### config.mk
export PLATFORM = sky130hd
export DESIGN_NAME = rgb_fade_sequencer_flat
export DESIGN_NICKNAME = d
export VERILOG_FILES = /design/src/rtl/rgb_fade_sequencer_if.sv /design/src/rtl/rgb_fade_sequencer.sv /design/src/flat_wrapper.sv
export SDC_FILE = /design/constraint.sdc
export NUM_CORES = 1
export LEC_CHECK = 0
export CAP_MARGIN = 10
export CORE_AREA = 2 2 134 136
export DETAILED_ROUTE_END_ITERATION = 12
export DIE_AREA = 0 0 136 138
export DONT_BUFFER_PORTS = 1
export GPL_TIMING_DRIVEN = 0
export PLACE_DENSITY = 0.7
export SLEW_MARGIN = 20
export SYNTH_ARGS = -nofsm -noshare
export SYNTH_HDL_FRONTEND = slang
export SYNTH_SLANG_ARGS = --single-unit
export TNS_END_PERCENT = 30
### constraint.sdc
create_clock -name clk -period 5.7 [get_ports clk]
set_input_delay 1.425 -clock clk [delete_from_list [all_inputs] [get_ports clk]]
set_output_delay 1.425 -clock clk [all_outputs]
set_load 0.005 [all_outputs]
### src/rtl/rgb_fade_sequencer_if.sv
// +--------------------------------------------------------------------------+
// | rgb_fade_sequencer_if : encoder/store inputs and PWM level outputs        |
// | Rev 1.0                                                                  |
// +--------------------------------------------------------------------------+
`default_nettype none

interface rgb_fade_sequencer_if #(
  parameter int WIDTH     = 8,
  parameter int N_PRESETS = 4
);
  localparam int IDX_W = $clog2(N_PRESETS);

  logic             auto_mode;
  logic [WIDTH-1:0] enc0;
  logic [WIDTH-1:0] enc1;
  logic [WIDTH-1:0] enc2;
  logic             store;
  logic [IDX_W-1:0] store_idx;
  logic [WIDTH-1:0] level0;
  logic [WIDTH-1:0] level1;
  logic [WIDTH-1:0] level2;
  logic [IDX_W-1:0] preset_idx;
  logic             fading;

  modport master (
    output auto_mode, enc0, enc1, enc2, store, store_idx,
    input  level0, level1, level2, preset_idx, fading
  );

  modport slave (
    input  auto_mode, enc0, enc1, enc2, store, store_idx,
    output level0, level1, level2, preset_idx, fading
  );
endinterface

`default_nettype wire

### src/rtl/rgb_fade_sequencer.sv
// +--------------------------------------------------------------------------+
// | rgb_fade_sequencer : manual pass-through or preset fade/hold sequencing  |
// | Rev 1.0                                                                  |
// +--------------------------------------------------------------------------+
`default_nettype none

module rgb_fade_sequencer #(
  parameter int WIDTH      = 8,
  parameter int N_PRESETS  = 4,
  parameter int TICK_DIV   = 256,
  parameter int HOLD_TICKS = 64
) (
  input  wire logic          clk,
  input  wire logic          reset,
  rgb_fade_sequencer_if.slave bus
);

  localparam int IDX_W  = $clog2(N_PRESETS);
  localparam int TICK_W = $clog2(TICK_DIV);
  localparam int HOLD_W = $clog2(HOLD_TICKS + 1);

  localparam logic [TICK_W-1:0] c_tick_last = TICK_W'(TICK_DIV - 1);
  localparam logic [HOLD_W-1:0] c_hold_last = HOLD_W'(HOLD_TICKS - 1);

  typedef enum logic [1:0] {
    ST_MANUAL = 2'd0,
    ST_LOAD   = 2'd1,
    ST_FADE   = 2'd2,
    ST_HOLD   = 2'd3
  } state_t;

  state_t              r_state;
  state_t              w_next_state;

  logic [3*WIDTH-1:0]  r_preset [N_PRESETS];
  logic [WIDTH-1:0]    r_level0;
  logic [WIDTH-1:0]    r_level1;
  logic [WIDTH-1:0]    r_level2;
  logic [WIDTH-1:0]    r_target0;
  logic [WIDTH-1:0]    r_target1;
  logic [WIDTH-1:0]    r_target2;
  logic [TICK_W-1:0]   r_tick_cnt;
  logic [HOLD_W-1:0]   r_hold_cnt;
  logic [IDX_W-1:0]    r_preset_idx;
  logic                r_fading;

  logic                w_tick;
  logic                w_at_target;
  logic                w_fade_step;
  logic                w_hold_tick;
  logic                w_hold_done;

  // One LSB toward the target; saturates naturally since equality stops motion.
  function automatic logic [WIDTH-1:0] f_step(input logic [WIDTH-1:0] cur,
                                              input logic [WIDTH-1:0] tgt);
    if (cur < tgt)      return cur + WIDTH'(1);
    else if (cur > tgt) return cur - WIDTH'(1);
    else                return cur;
  endfunction

  assign w_tick      = (r_tick_cnt == c_tick_last);
  assign w_at_target = (r_level0 == r_target0) && (r_level1 == r_target1) &&
                       (r_level2 == r_target2);

  always_ff @(posedge clk or negedge reset) begin
    if (!reset) r_state <= ST_MANUAL;
    else        r_state <= w_next_state;
  end

  always_comb begin
    w_next_state = r_state;
    w_fade_step  = 1'b0;
    w_hold_tick  = 1'b0;
    w_hold_done  = 1'b0;
    case (r_state)
      ST_MANUAL: begin
        if (bus.auto_mode) w_next_state = ST_LOAD;
      end
      ST_LOAD: begin
        w_next_state = bus.auto_mode ? ST_FADE : ST_MANUAL;
      end
      ST_FADE: begin
        if (!bus.auto_mode)  w_next_state = ST_MANUAL;
        else if (w_at_target) w_next_state = ST_HOLD;
        else                  w_fade_step  = w_tick;
      end
      ST_HOLD: begin
        if (!bus.auto_mode) begin
          w_next_state = ST_MANUAL;
        end else begin
          w_hold_tick = w_tick;
          w_hold_done = w_tick && (r_hold_cnt == c_hold_last);
          if (w_hold_done) w_next_state = ST_LOAD;
        end
      end
      default: w_next_state = ST_MANUAL;
    endcase
  end

  // Preset table: nonblocking write means a same-cycle LOAD sees the old entry.
  always_ff @(posedge clk or negedge reset) begin
    if (!reset) begin
      for (int i = 0; i < N_PRESETS; i++) r_preset[i] <= '0;
    end else if (bus.store) begin
      r_preset[bus.store_idx] <= {bus.enc0, bus.enc1, bus.enc2};
    end
  end

  always_ff @(posedge clk or negedge reset) begin
    if (!reset) begin
      r_tick_cnt <= '0;
    end else if (r_state == ST_LOAD || w_tick) begin
      r_tick_cnt <= '0;
    end else begin
      r_tick_cnt <= r_tick_cnt + TICK_W'(1);
    end
  end

  always_ff @(posedge clk or negedge reset) begin
    if (!reset) begin
      r_level0     <= '0;
      r_level1     <= '0;
      r_level2     <= '0;
      r_target0    <= '0;
      r_target1    <= '0;
      r_target2    <= '0;
      r_hold_cnt   <= '0;
      r_preset_idx <= '0;
      r_fading     <= 1'b0;
    end else begin
      r_fading <= (w_next_state == ST_FADE);
      if (r_state == ST_MANUAL) begin
        r_level0 <= bus.enc0;
        r_level1 <= bus.enc1;
        r_level2 <= bus.enc2;
      end
      if (r_state == ST_LOAD) begin
        {r_target0, r_target1, r_target2} <= r_preset[r_preset_idx];
      end
      if (w_fade_step) begin
        r_level0 <= f_step(r_level0, r_target0);
        r_level1 <= f_step(r_level1, r_target1);
        r_level2 <= f_step(r_level2, r_target2);
      end
      if (r_state == ST_FADE && w_next_state == ST_HOLD) begin
        r_hold_cnt <= '0;
      end else if (w_hold_done) begin
        r_hold_cnt   <= '0;
        r_preset_idx <= r_preset_idx + IDX_W'(1);
      end else if (w_hold_tick) begin
        r_hold_cnt <= r_hold_cnt + HOLD_W'(1);
      end
    end
  end

  assign bus.level0     = r_level0;
  assign bus.level1     = r_level1;
  assign bus.level2     = r_level2;
  assign bus.preset_idx = r_preset_idx;
  assign bus.fading     = r_fading;

endmodule

`default_nettype wire

### src/flat_wrapper.sv
// flat-port wrapper written by rule: the top's interface ports become plain ports
module rgb_fade_sequencer_flat 
#(
  parameter int WIDTH      = 8,
  parameter int N_PRESETS  = 4,
  parameter int TICK_DIV   = 256,
  parameter int HOLD_TICKS = 64
)
  (clk, reset, bus_auto_mode, bus_enc0, bus_enc1, bus_enc2, bus_store, bus_store_idx, bus_level0, bus_level1, bus_level2, bus_preset_idx, bus_fading);
  rgb_fade_sequencer_if #(.WIDTH(WIDTH), .N_PRESETS(N_PRESETS)) bus_i ();
  input  wire logic clk;
  input  wire logic reset;
  input wire logic [$bits(bus_i.auto_mode)-1:0] bus_auto_mode;
  input wire logic [$bits(bus_i.enc0)-1:0] bus_enc0;
  input wire logic [$bits(bus_i.enc1)-1:0] bus_enc1;
  input wire logic [$bits(bus_i.enc2)-1:0] bus_enc2;
  input wire logic [$bits(bus_i.store)-1:0] bus_store;
  input wire logic [$bits(bus_i.store_idx)-1:0] bus_store_idx;
  output wire logic [$bits(bus_i.level0)-1:0] bus_level0;
  output wire logic [$bits(bus_i.level1)-1:0] bus_level1;
  output wire logic [$bits(bus_i.level2)-1:0] bus_level2;
  output wire logic [$bits(bus_i.preset_idx)-1:0] bus_preset_idx;
  output wire logic [$bits(bus_i.fading)-1:0] bus_fading;
  assign bus_i.auto_mode = bus_auto_mode;
  assign bus_i.enc0 = bus_enc0;
  assign bus_i.enc1 = bus_enc1;
  assign bus_i.enc2 = bus_enc2;
  assign bus_i.store = bus_store;
  assign bus_i.store_idx = bus_store_idx;
  assign bus_level0 = bus_i.level0;
  assign bus_level1 = bus_i.level1;
  assign bus_level2 = bus_i.level2;
  assign bus_preset_idx = bus_i.preset_idx;
  assign bus_fading = bus_i.fading;
  rgb_fade_sequencer #(.WIDTH(WIDTH), .N_PRESETS(N_PRESETS), .TICK_DIV(TICK_DIV), .HOLD_TICKS(HOLD_TICKS)) u_core (.clk(clk), .reset(reset), .bus(bus_i));
endmodule
# --- Word level (Yosys, flattened, before mapping) ---
# Cells that the tools add are included.
word_totals:
  elab_cells: 98
  register_bits: 164
  input_bits: 30
classes:
  n_mux: 36
  addsub: 9
  n_eq_ne: 13
  bitwise: 3
  reduce_logical: 13
  order_cmp: 9
op_table:
  columns: ["cell", "n"]
  rows:
  - ["two-way mux 8 bit", 13]
  - ["bitwise mux 96 bit", 1]
  - ["two-way mux 24 bit", 3]
  - ["binary-select mux 24 bit (select 2 bit)", 1]
  - ["demux 24 bit (select 2 bit)", 1]
  - ["adder 8 x 1 -> 8 bit, second input constant", 4]
  - ["== test 8 bit", 3]
  - ["> comparator 8 bit", 3]
  - ["< comparator 8 bit", 3]
  - ["subtractor 8 x 1 -> 8 bit, second input constant", 3]
  - ["two-way mux 7 bit", 3]
  - ["two-way mux 2 bit", 6]
  - ["!= test 3 bit, second input constant", 3]
  - ["== test 2 bit, second input constant", 4]
  - ["== test 8 bit, second input constant", 1]
  - ["one-hot mux 2 bit (4 select lines)", 1]
  - ["AND reduction 2 bit", 4]
  - ["adder 7 x 1 -> 7 bit, second input constant", 1]
  - ["== test 7 x 6 -> 1 bit, second input constant", 1]
  - ["two-way mux 1 bit", 7]
  - ["greater-or-equal comparator 3 bit, second input constant", 2]
  - ["NOT 2 -> 3 bit", 2]
  - ["logical AND 1 bit", 5]
  - ["< comparator 3 x 1 -> 1 bit, second input constant", 1]
  - ["7 further kinds", 7]

# --- Longest topological paths before layout ---
depth:
  depth_word: 10
  mapped_depth: 13
  depth_no_buf: 13

# --- Worst setup path before layout ---
# No wires, ideal clock.
synth_timing:
  path_kind: "register -> register"
  start: "reg u_core.r_level2[1], in the netlist u_core.bus.level2[1]"
  end: "reg u_core.r_level2[7], in the netlist u_core.bus.level2[7]"
  setup_time_ns: 0.116
  setup_slack_ns: 2.623
  t_arrival_ns: 2.961
  period_less_slack_ns: 3.077
  t_required_ns: 5.584
  path_stages_with_launch: 13
  cell_sequence: "dfrtp_1 ha_1 nor2b_1 o21bai_1 a21oi_1 or2_2 ha_1 a21oi_1 o211ai_1 o41ai_1 nor3_1 or2_2 o311ai_0"
synth_via:
  elab_chain_len: 7
  word_cells_on_any_way: 15
  classes_between: "2 x add/sub; 2 x order compare; 2 x eq/ne; 6 x mux; 3 x reduce/logical"
synth_lines:
  columns: ["item", "line", "text"]
  rows:
  - ["from (decl)", "rgb_fade_sequencer.sv:38", "logic [WIDTH-1:0] r_level2;"]
  - ["from (signal assigned)", "rgb_fade_sequencer.sv:135", "r_level2 <= bus.enc2;"]
  - ["from (signal assigned)", "rgb_fade_sequencer.sv:143", "r_level2 <= f_step(r_level2, r_target2);"]
  - ["== test 8 bit", "rgb_fade_sequencer.sv:63", "(r_level2 == r_target2);"]
  - ["logical AND 1 bit", "rgb_fade_sequencer.sv:62", "assign w_at_target = (r_level0 == r_target0) && (r_level1 == r_target1) &&"]
  - ["two-way mux 1 bit", "rgb_fade_sequencer.sv:84", "else if (w_at_target) w_next_state = ST_HOLD;"]
  - ["two-way mux 1 bit", "rgb_fade_sequencer.sv:83", "if (!bus.auto_mode) w_next_state = ST_MANUAL;"]
  - ["two-way mux 1 bit", "rgb_fade_sequencer.sv:75", "case (r_state)"]
  - ["!= test 3 bit (no source line) / nonzero test 2 bit (equally long branches)", null, null]
  - ["AND reduction 2 bit (no source line)", null, null]
# Parallel ways exist; a longest one is shown, timed or not. The select of a mux whose other input is x is not followed.
# A chain may end at the register's enable or synchronous reset.

# --- Worst setup path after layout ---
layout_timing:
  start: "reg u_core.r_level1[6], in the netlist u_core.bus.level1[6]"
  end: "reg u_core.r_level1[7], in the netlist u_core.bus.level1[7]"
layout_via:
  elab_chain_len: 8
  word_cells_on_any_way: 16
  classes_between: "2 x add/sub; 2 x order compare; 2 x eq/ne; 6 x mux; 4 x reduce/logical"
layout_lines:
  columns: ["item", "line", "text"]
  rows:
  - ["from (decl)", "rgb_fade_sequencer.sv:37", "logic [WIDTH-1:0] r_level1;"]
  - ["from (signal assigned)", "rgb_fade_sequencer.sv:134", "r_level1 <= bus.enc1;"]
  - ["from (signal assigned)", "rgb_fade_sequencer.sv:142", "r_level1 <= f_step(r_level1, r_target1);"]
  - ["== test 8 bit", "rgb_fade_sequencer.sv:62", null]
  - ["logical AND 1 bit (2 in series)", "rgb_fade_sequencer.sv:62", null]
  - ["two-way mux 1 bit", "rgb_fade_sequencer.sv:84", null]
  - ["two-way mux 1 bit", "rgb_fade_sequencer.sv:83", null]
  - ["two-way mux 1 bit", "rgb_fade_sequencer.sv:75", null]
  - ["!= test 3 bit (no source line) / nonzero test 2 bit (equally long branches)", null, null]
  - ["AND reduction 2 bit (no source line)", null, null]
# Parallel ways exist; a longest one is shown, timed or not. The select of a mux whose other input is x is not followed.

==> out/metrics.yaml <==
via_per_inst: 5.85
die_h_um: 138
first_global_vias: 6084
antenna_found_initial: 0
finalSetupTns_ns: 0
met2_wirelength_um: 10200
worst_pin_slew_ns: 0.976
syn2layout_area_growth_pct: 9.78
grt_max_degree: 165
final_hold_viol_count: 0
dpl_worst_slack_ns: 2.09
grt_pass1_wl_um: 32100
critPathBufInv: 0
wl_met3_um: 1170
status: "completed"
min_path_cells: 2
max_cap_viol_count: 0
p_per_area_nw_per_um2: 465
final_area_sq_um: 9370
placed_cell_area_sq_um: 8820
reg2reg_slack_ns: 2.05
gr-total-overflow: 0
finalMaxSlewViolations: 0
drc_errors: 0
numClockSinks: 164
layout_setup_ws_ns: 2.05
leakagePower_uw: 0.00399
highest_layer: "met4"
finalCritPeriodShare: 0.640
die-area_sq_um: 18800
routabilityCongestion: 0.869
yosys_register_bits: 164
syn-num-nets: 799
async_flop_share: 1.00
syn_inst: 722
reg2regPathDepth: 11
cts_tree: "yes"
critPathKind: "reg2reg"
crit_chain: "ha_1, and4_1, a21bo_2, nand2_1, ha_1, a21oi_1, o211ai_1, o41ai_1, a21boi_0, nor4_1, or3b_1"
slew_headroom: 0.348
ioPinCount: 57
wl_per_cell_um: 20.2
synth.distinct_cells: 48
hold_buffers: 0
cts_htree_levels: 4
drt-met1-wl_um: 8040
synthFlopType: "dfrtp_1"
firstDrtPassIters: 5
post_cts_buffers: 0
wirelength_um: 19800
critPathArrivalTime_ns: 3.96
synth_edf_count: 0
ir_worst_vdd_mv: 0.244
numCtsBuffers: 17
rows: 49
critPathLaunch: "u_core.bus.level1[6]$_DFFE_PN0P_"
critPathMaxFanout: 7
cts.path.max_buffers: 2
track_usage: 0.224
min_from: "u_core.r_preset[47]$_DFFE_PN0P_"
reg2reg_to: "u_core.bus.level1[7]$_DFFE_PN0P_"
post-route-util: 0.534
seq_area_frac_synth: 0.481
r2r-start: "u_core.bus.level1[6]$_DFFE_PN0P_"
crit_slowest_cell: "o41ai_1"
cp_common_cell: "ha_1"
critPathTopFamily: "compound AO/OA/AOI/OAI gates"
cts_root_buf: "clkbuf_16"
coreArea_sq_um: 17500
synth_area_sq_um: 8530
fmax_mhz: 274
drt-initial-drc-count: 411
fin_skew_ns: 0.0103
worst_hold_slack_ns: 0.478
rsz0062_at_grt: "false"
path_clk_slew_ns: 0.06
crit_path_max_incr_delay_ns: 0.48
ant_nets: 0
start_util: 0.487
hold_end: "u_core.r_preset[47]$_DFFE_PN0P_"
hold_path_class: "reg2reg"
antenna-diode-count: 0
endpoint_kind: "register"
syn_avg_cell_area_sq_um: 11.8
final_layout_size_suffix_gt1_frac: 0.220
ctsResizeCount: 0
clock_latency_ns: 0.43
start_kind: "register"
die_x_um: 136
setup_viol: 0
final_nets: 818
num_vias: 5729
fin_crit_ns: 3.65
place_hpwl_um: 13800
synth_warnings: 0
required_ns: 6.01
numPortBuffers: 0
-- metrics by stage --
step | total power, uW | cells
finish | 4350 | 980
floorplan | 2890 | 722
CTS | 4360 | 980
detailed placement | 3260 | 951
global placement | 3150 | 951
global route | 4650 | 980
-- worst max-delay path by stage --
stage,endpoint,cells past startpoint
2_1_floorplan,u_core.bus.level2[7]$_DFFE_PN0P_,12
6_report,u_core.bus.level1[7]$_DFFE_PN0P_,11
3_5_place_dp,u_core.bus.level1[7]$_DFFE_PN0P_,11
3_3_place_gp,u_core.r_preset[82]$_DFFE_PN0P_,3
5_1_grt,u_core.bus.level1[7]$_DFFE_PN0P_,12
4_1_cts,u_core.bus.level1[7]$_DFFE_PN0P_,11
-- registers in the layout, summed over array words and instances, names as in the netlist --
name,count
u_core.r_preset,96
u_core.r_target0,8
u_core.bus.preset_idx,2
u_core.r_target1,8
u_core.r_hold_cnt,7
u_core.r_target2,8
u_core.bus.level2,8
u_core.r_tick_cnt,8
u_core.bus.fading,1
u_core.r_state,2
u_core.bus.level1,8
u_core.bus.level0,8
-- routing by layer --
metal,global-route usage,vias to the layer above
li1,-,2630
met2,0.373,137
met3,0.0568,31
met4,0.0844,0
met1,0.280,2931
met5,0,-
-- Yosys cell counts, types with 3 or more instances --
| cell | count | share of area |
|---|---|---|
| o211ai_1 | 11 | 0.0097 |
| and3_1 | 6 | 0.0044 |
| a21o_1 | 3 | 0.0026 |
| o21ai_0 | 41 | 0.024 |
| nand3_1 | 16 | 0.0094 |
| clkbuf_1 | 17 | 0.0075 |
| inv_1 | 37 | 0.016 |
| a31oi_1 | 7 | 0.0051 |
| o2111ai_1 | 3 | 0.0031 |
| dfrtp_1 | 164 | 0.48 |
| fa_1 | 3 | 0.0070 |
| and4_1 | 6 | 0.0062 |
| nor3_1 | 5 | 0.0029 |
| or2_2 | 3 | 0.0022 |
| mux2_2 | 93 | 0.12 |
| nor2_1 | 40 | 0.018 |
| buf_2 | 8 | 0.0047 |
| mux4_2 | 24 | 0.063 |
| xnor2_1 | 20 | 0.021 |
| a21oi_1 | 37 | 0.022 |
| a211oi_1 | 3 | 0.0026 |
| nand4_1 | 4 | 0.0029 |
| o41ai_1 | 3 | 0.0031 |
| nand2_1 | 56 | 0.025 |
| o21bai_1 | 4 | 0.0035 |
| o21a_1 | 3 | 0.0026 |
| ha_1 | 44 | 0.065 |
| a21boi_0 | 5 | 0.0044 |
| nor2b_1 | 8 | 0.0059 |
| buf_4 | 3 | 0.0026 |
| xor2_1 | 7 | 0.0072 |
| mux2i_1 | 13 | 0.015 |
-- worst reg2reg max path: cells and delay by family, from the launching register on --
| family | cells | cell delay (ns) |
|---|---|---|
| simple gates | 4 | 1.00 |
| flops | 1 | 0.44 |
| compound gates | 5 | 1.45 |
| fa+ha+maj | 2 | 0.63 |
-- cell usage in the layout (no fill, tap or decap), drive strengths merged, types with 3 or more instances in the layout --
| master | n |
|---|---|
| dfrtp | 164 |
| mux2 | 93 |
| nand2 | 56 |
| ha | 44 |
| o21ai | 42 |
| nor2 | 40 |
| inv | 38 |
| clkbuf | 38 |
| a21oi | 37 |
| mux4 | 24 |
| xnor2 | 20 |
| nand3 | 16 |
| mux2i | 13 |
| buf | 13 |
| o211ai | 11 |
| nor2b | 8 |
| a31oi | 7 |
| xor2 | 7 |
| and3 | 6 |
| and4 | 6 |
| nor3 | 5 |
| a21boi | 5 |
| a211oi | 5 |
| nand4 | 4 |
| o21bai | 4 |
| o41ai | 4 |
| clkinv | 4 |
| o21a | 3 |
| or2 | 3 |
| o2111ai | 3 |
| a21o | 3 |
| fa | 3 |
-- final cells by class --
type	instances	area, sq um
clock inverters	8	77.6
well taps	229	287
multi-input cells	491	4150
flip-flops and latches	164	4100
clock buffers	21	470
plain buffers	30	134
fillers	1535	8170
inverters	37	139
-- cells by family after synthesis --
logic type               after synthesis  synth area share
XOR/XNOR                              27            0.0277
flip-flops                           164             0.481
multiplexers                         130             0.201
buffers and inverters                 67            0.0320
adder cells (fa/ha/maj)               47            0.0716
AND/OR/NAND/NOR                      157            0.0873
AO/OA/AOI/OAI                        130            0.0990
-- power by group --
group          internal [uW]  switching (uW)  total, uW
logic                    784             881       1670
registers               1420             183       1600
clock network            627             456       1080
total                   2830            1520       4350
Power figures use the tool's default switching activity.
==> RTL edit: new RTL, same settings <==
One comparison of `r_hold_cnt` changes from == to >=.
--- a/src/rtl/rgb_fade_sequencer.sv
+++ b/src/rtl/rgb_fade_sequencer.sv
@@ -89,7 +89,7 @@
           w_next_state = ST_MANUAL;
         end else begin
           w_hold_tick = w_tick;
-          w_hold_done = w_tick && (r_hold_cnt == c_hold_last);
+          w_hold_done = w_tick && (r_hold_cnt >= c_hold_last);
           if (w_hold_done) w_next_state = ST_LOAD;
         end
       end
Function: no difference found for any inputs over 4 cycles, from zero or initial values and one cycle with reset low; that may be too few to reach the edited logic, so the function may still have changed.
==> RTL edit against the unedited design <==
Sequential cell count unchanged. Setup slack improved by 0.13 ns. Worst hold slack got worse by 0.0055 ns. Total power decreased by 3.8%. Final area increased by 1.1%. Routed wire length decreased by 1.8%. Core utilization increased by 0.61 points. Synthesized area increased by 0.72%. Largest cell class unchanged. Largest power group is now registers.
==> RTL edit: results (changes against the unedited design) <==
{
  "run_status": {"value": "completed"},
  "worstSkewPairLatency": {"value": 0.43, "unit": "ns", "change": "about the same"},
  "ir_drop": {"value": 0.230, "unit": "mV", "change": "-5.7%"},
  "worstReg2RegStart": {"value": "u_core.bus.level2[1]"},
  "worst_path_max_delay_cell": {"value": "sky130_fd_sc_hd__dfrtp_1"},
  "dpl.hpwl": {"value": 14000, "unit": "um", "change": "+1.2%"},
  "dr_wl_met3": {"value": 1110, "unit": "um", "change": "-4.7%"},
  "initialDrtViolationCount": {"value": 366, "change": "-11%"},
  "post_drt_wl_per_cell": {"value": 19.8, "unit": "um", "change": "-2.3%"},
  "globalRouteMet1Util": {"value": 29.2, "unit": "%", "change": "+1.1 points"},
  "drive_above_1_share": {"value": 24.6, "unit": "%", "change": "+2.6 points"},
  "route.met2.wl": {"value": 9640, "unit": "um", "change": "-5.4%"},
  "via_count": {"value": 5818, "change": "+1.6%"},
  "crit_path_start_kind": {"value": "flop"},
  "grt_usage": {"value": 22.4, "unit": "%", "change": "+0.042 points"},
  "grtUsageMet3": {"value": 6.27, "unit": "%", "change": "+0.59 points"},
  "num-fill-cells": {"value": 1509, "change": "-1.7%"},
  "grt_util_met2": {"value": 36.5, "unit": "%", "change": "-0.85 points"},
  "synth_sequential_area_ratio": {"value": 47.8, "unit": "%", "change": "-0.34 points"},
  "dr.pass1.iters": {"value": 7, "change": "+2"},
  "number_of_global_route_vias_before_repair": {"value": 6168, "change": "+1.4%"},
  "ys_top_cells_by_area": {"value": "sky130_fd_sc_hd__dfrtp_1 (48%), sky130_fd_sc_hd__mux2_2 (13%), sky130_fd_sc_hd__ha_1 (6.4%), sky130_fd_sc_hd__mux4_2 (6.3%), sky130_fd_sc_hd__nand2_1 (2.8%)"},
  "synth.net_count": {"value": 801, "change": "+0.25%"},
  "grt_antenna_before_repair": {"value": 0, "change": "unchanged"},
  "p_leak": {"value": 4.01, "unit": "nW", "change": "+0.55%"},
  "cp.arrival": {"value": 3.88, "unit": "ns", "change": "-0.08 ns"},
  "ff2ff_setup_slack": {"value": 2.18, "unit": "ns", "change": "+0.13 ns"},
  "globalplace.congestion": {"value": 0.814, "change": "-6.4%"},
  "finish.net_count": {"value": 820, "change": "+0.24%"},
  "wl_met1": {"value": 8270, "unit": "um", "change": "+2.9%"},
  "hold_start": {"value": "u_core.r_preset[39]"},
  "preCtsSetupSlack": {"value": 2.27, "unit": "ns", "change": "+0.179 ns"},
  "diodes": {"value": 0, "change": "unchanged"},
  "r2r-end": {"value": "u_core.bus.level2[7]"},
  "worst_clock_skew": {"value": 0.00720, "unit": "ns", "change": "-0.00307 ns"},
  "global_route_wire_length_before_repair": {"value": 32500, "unit": "um", "change": "+1.1%"},
  "detail_route.vias_per_cell": {"value": 5.91, "change": "+1.0%"},
  "yosys.cell_types.count": {"value": 53, "change": "+10%"}
}
RTL edit: cell type report:
cell class	count	share of cell area, %
multi-input combinational	499	44.6
sequential	164	43.3
clock buffer	20	4.61
tap	229	3.03
clock inverter	12	1.65
buffer	30	1.56
inverter	31	1.23
RTL edit: worst min-delay path by stage:
stage               depth (start not counted)  slack (ns)             endpoint
floorplan                                   2        0.44  u_core.r_preset[39]
global placement                            2        0.46  u_core.r_preset[63]
detailed placement                          2        0.46  u_core.r_preset[39]
CTS                                         2        0.48  u_core.r_preset[39]
global route                                1        0.51  u_core.r_preset[43]
finish                                      2        0.47  u_core.r_preset[39]
RTL edit: cell families after synthesis:
| logic type | share of synthesized area, % |
|---|---|
| compound gates | 10.7 |
| flops | 47.8 |
| buf+inv | 3.07 |
| mux | 19.7 |
| xor+xnor | 2.04 |
| simple gates | 9.58 |
| fa+ha+maj | 7.11 |
RTL edit: report_power, final:
| group | switching (mW) | total (mW) | internal [mW] |
|---|---|---|---|
| registers | 0.171 | 1.58 | 1.41 |
| logic | 0.765 | 1.45 | 0.681 |
| clock network | 0.470 | 1.16 | 0.689 |
RTL edit: stage by stage:
stage / utilization [%] / area (sq um) / hold slack [ns] / total power [mW]
6_report: 54.0 / 9470 / 0.472 / 4.19
3_3_place_gp: 50.6 / 8880 / 0.460 / 2.93
5_1_grt: 54.0 / 9470 / 0.508 / 4.49
2_1_floorplan: - / 8590 / 0.445 / 2.71
3_5_place_dp: 50.6 / 8880 / 0.465 / 3.02
4_1_cts: 54.0 / 9470 / 0.478 / 4.20
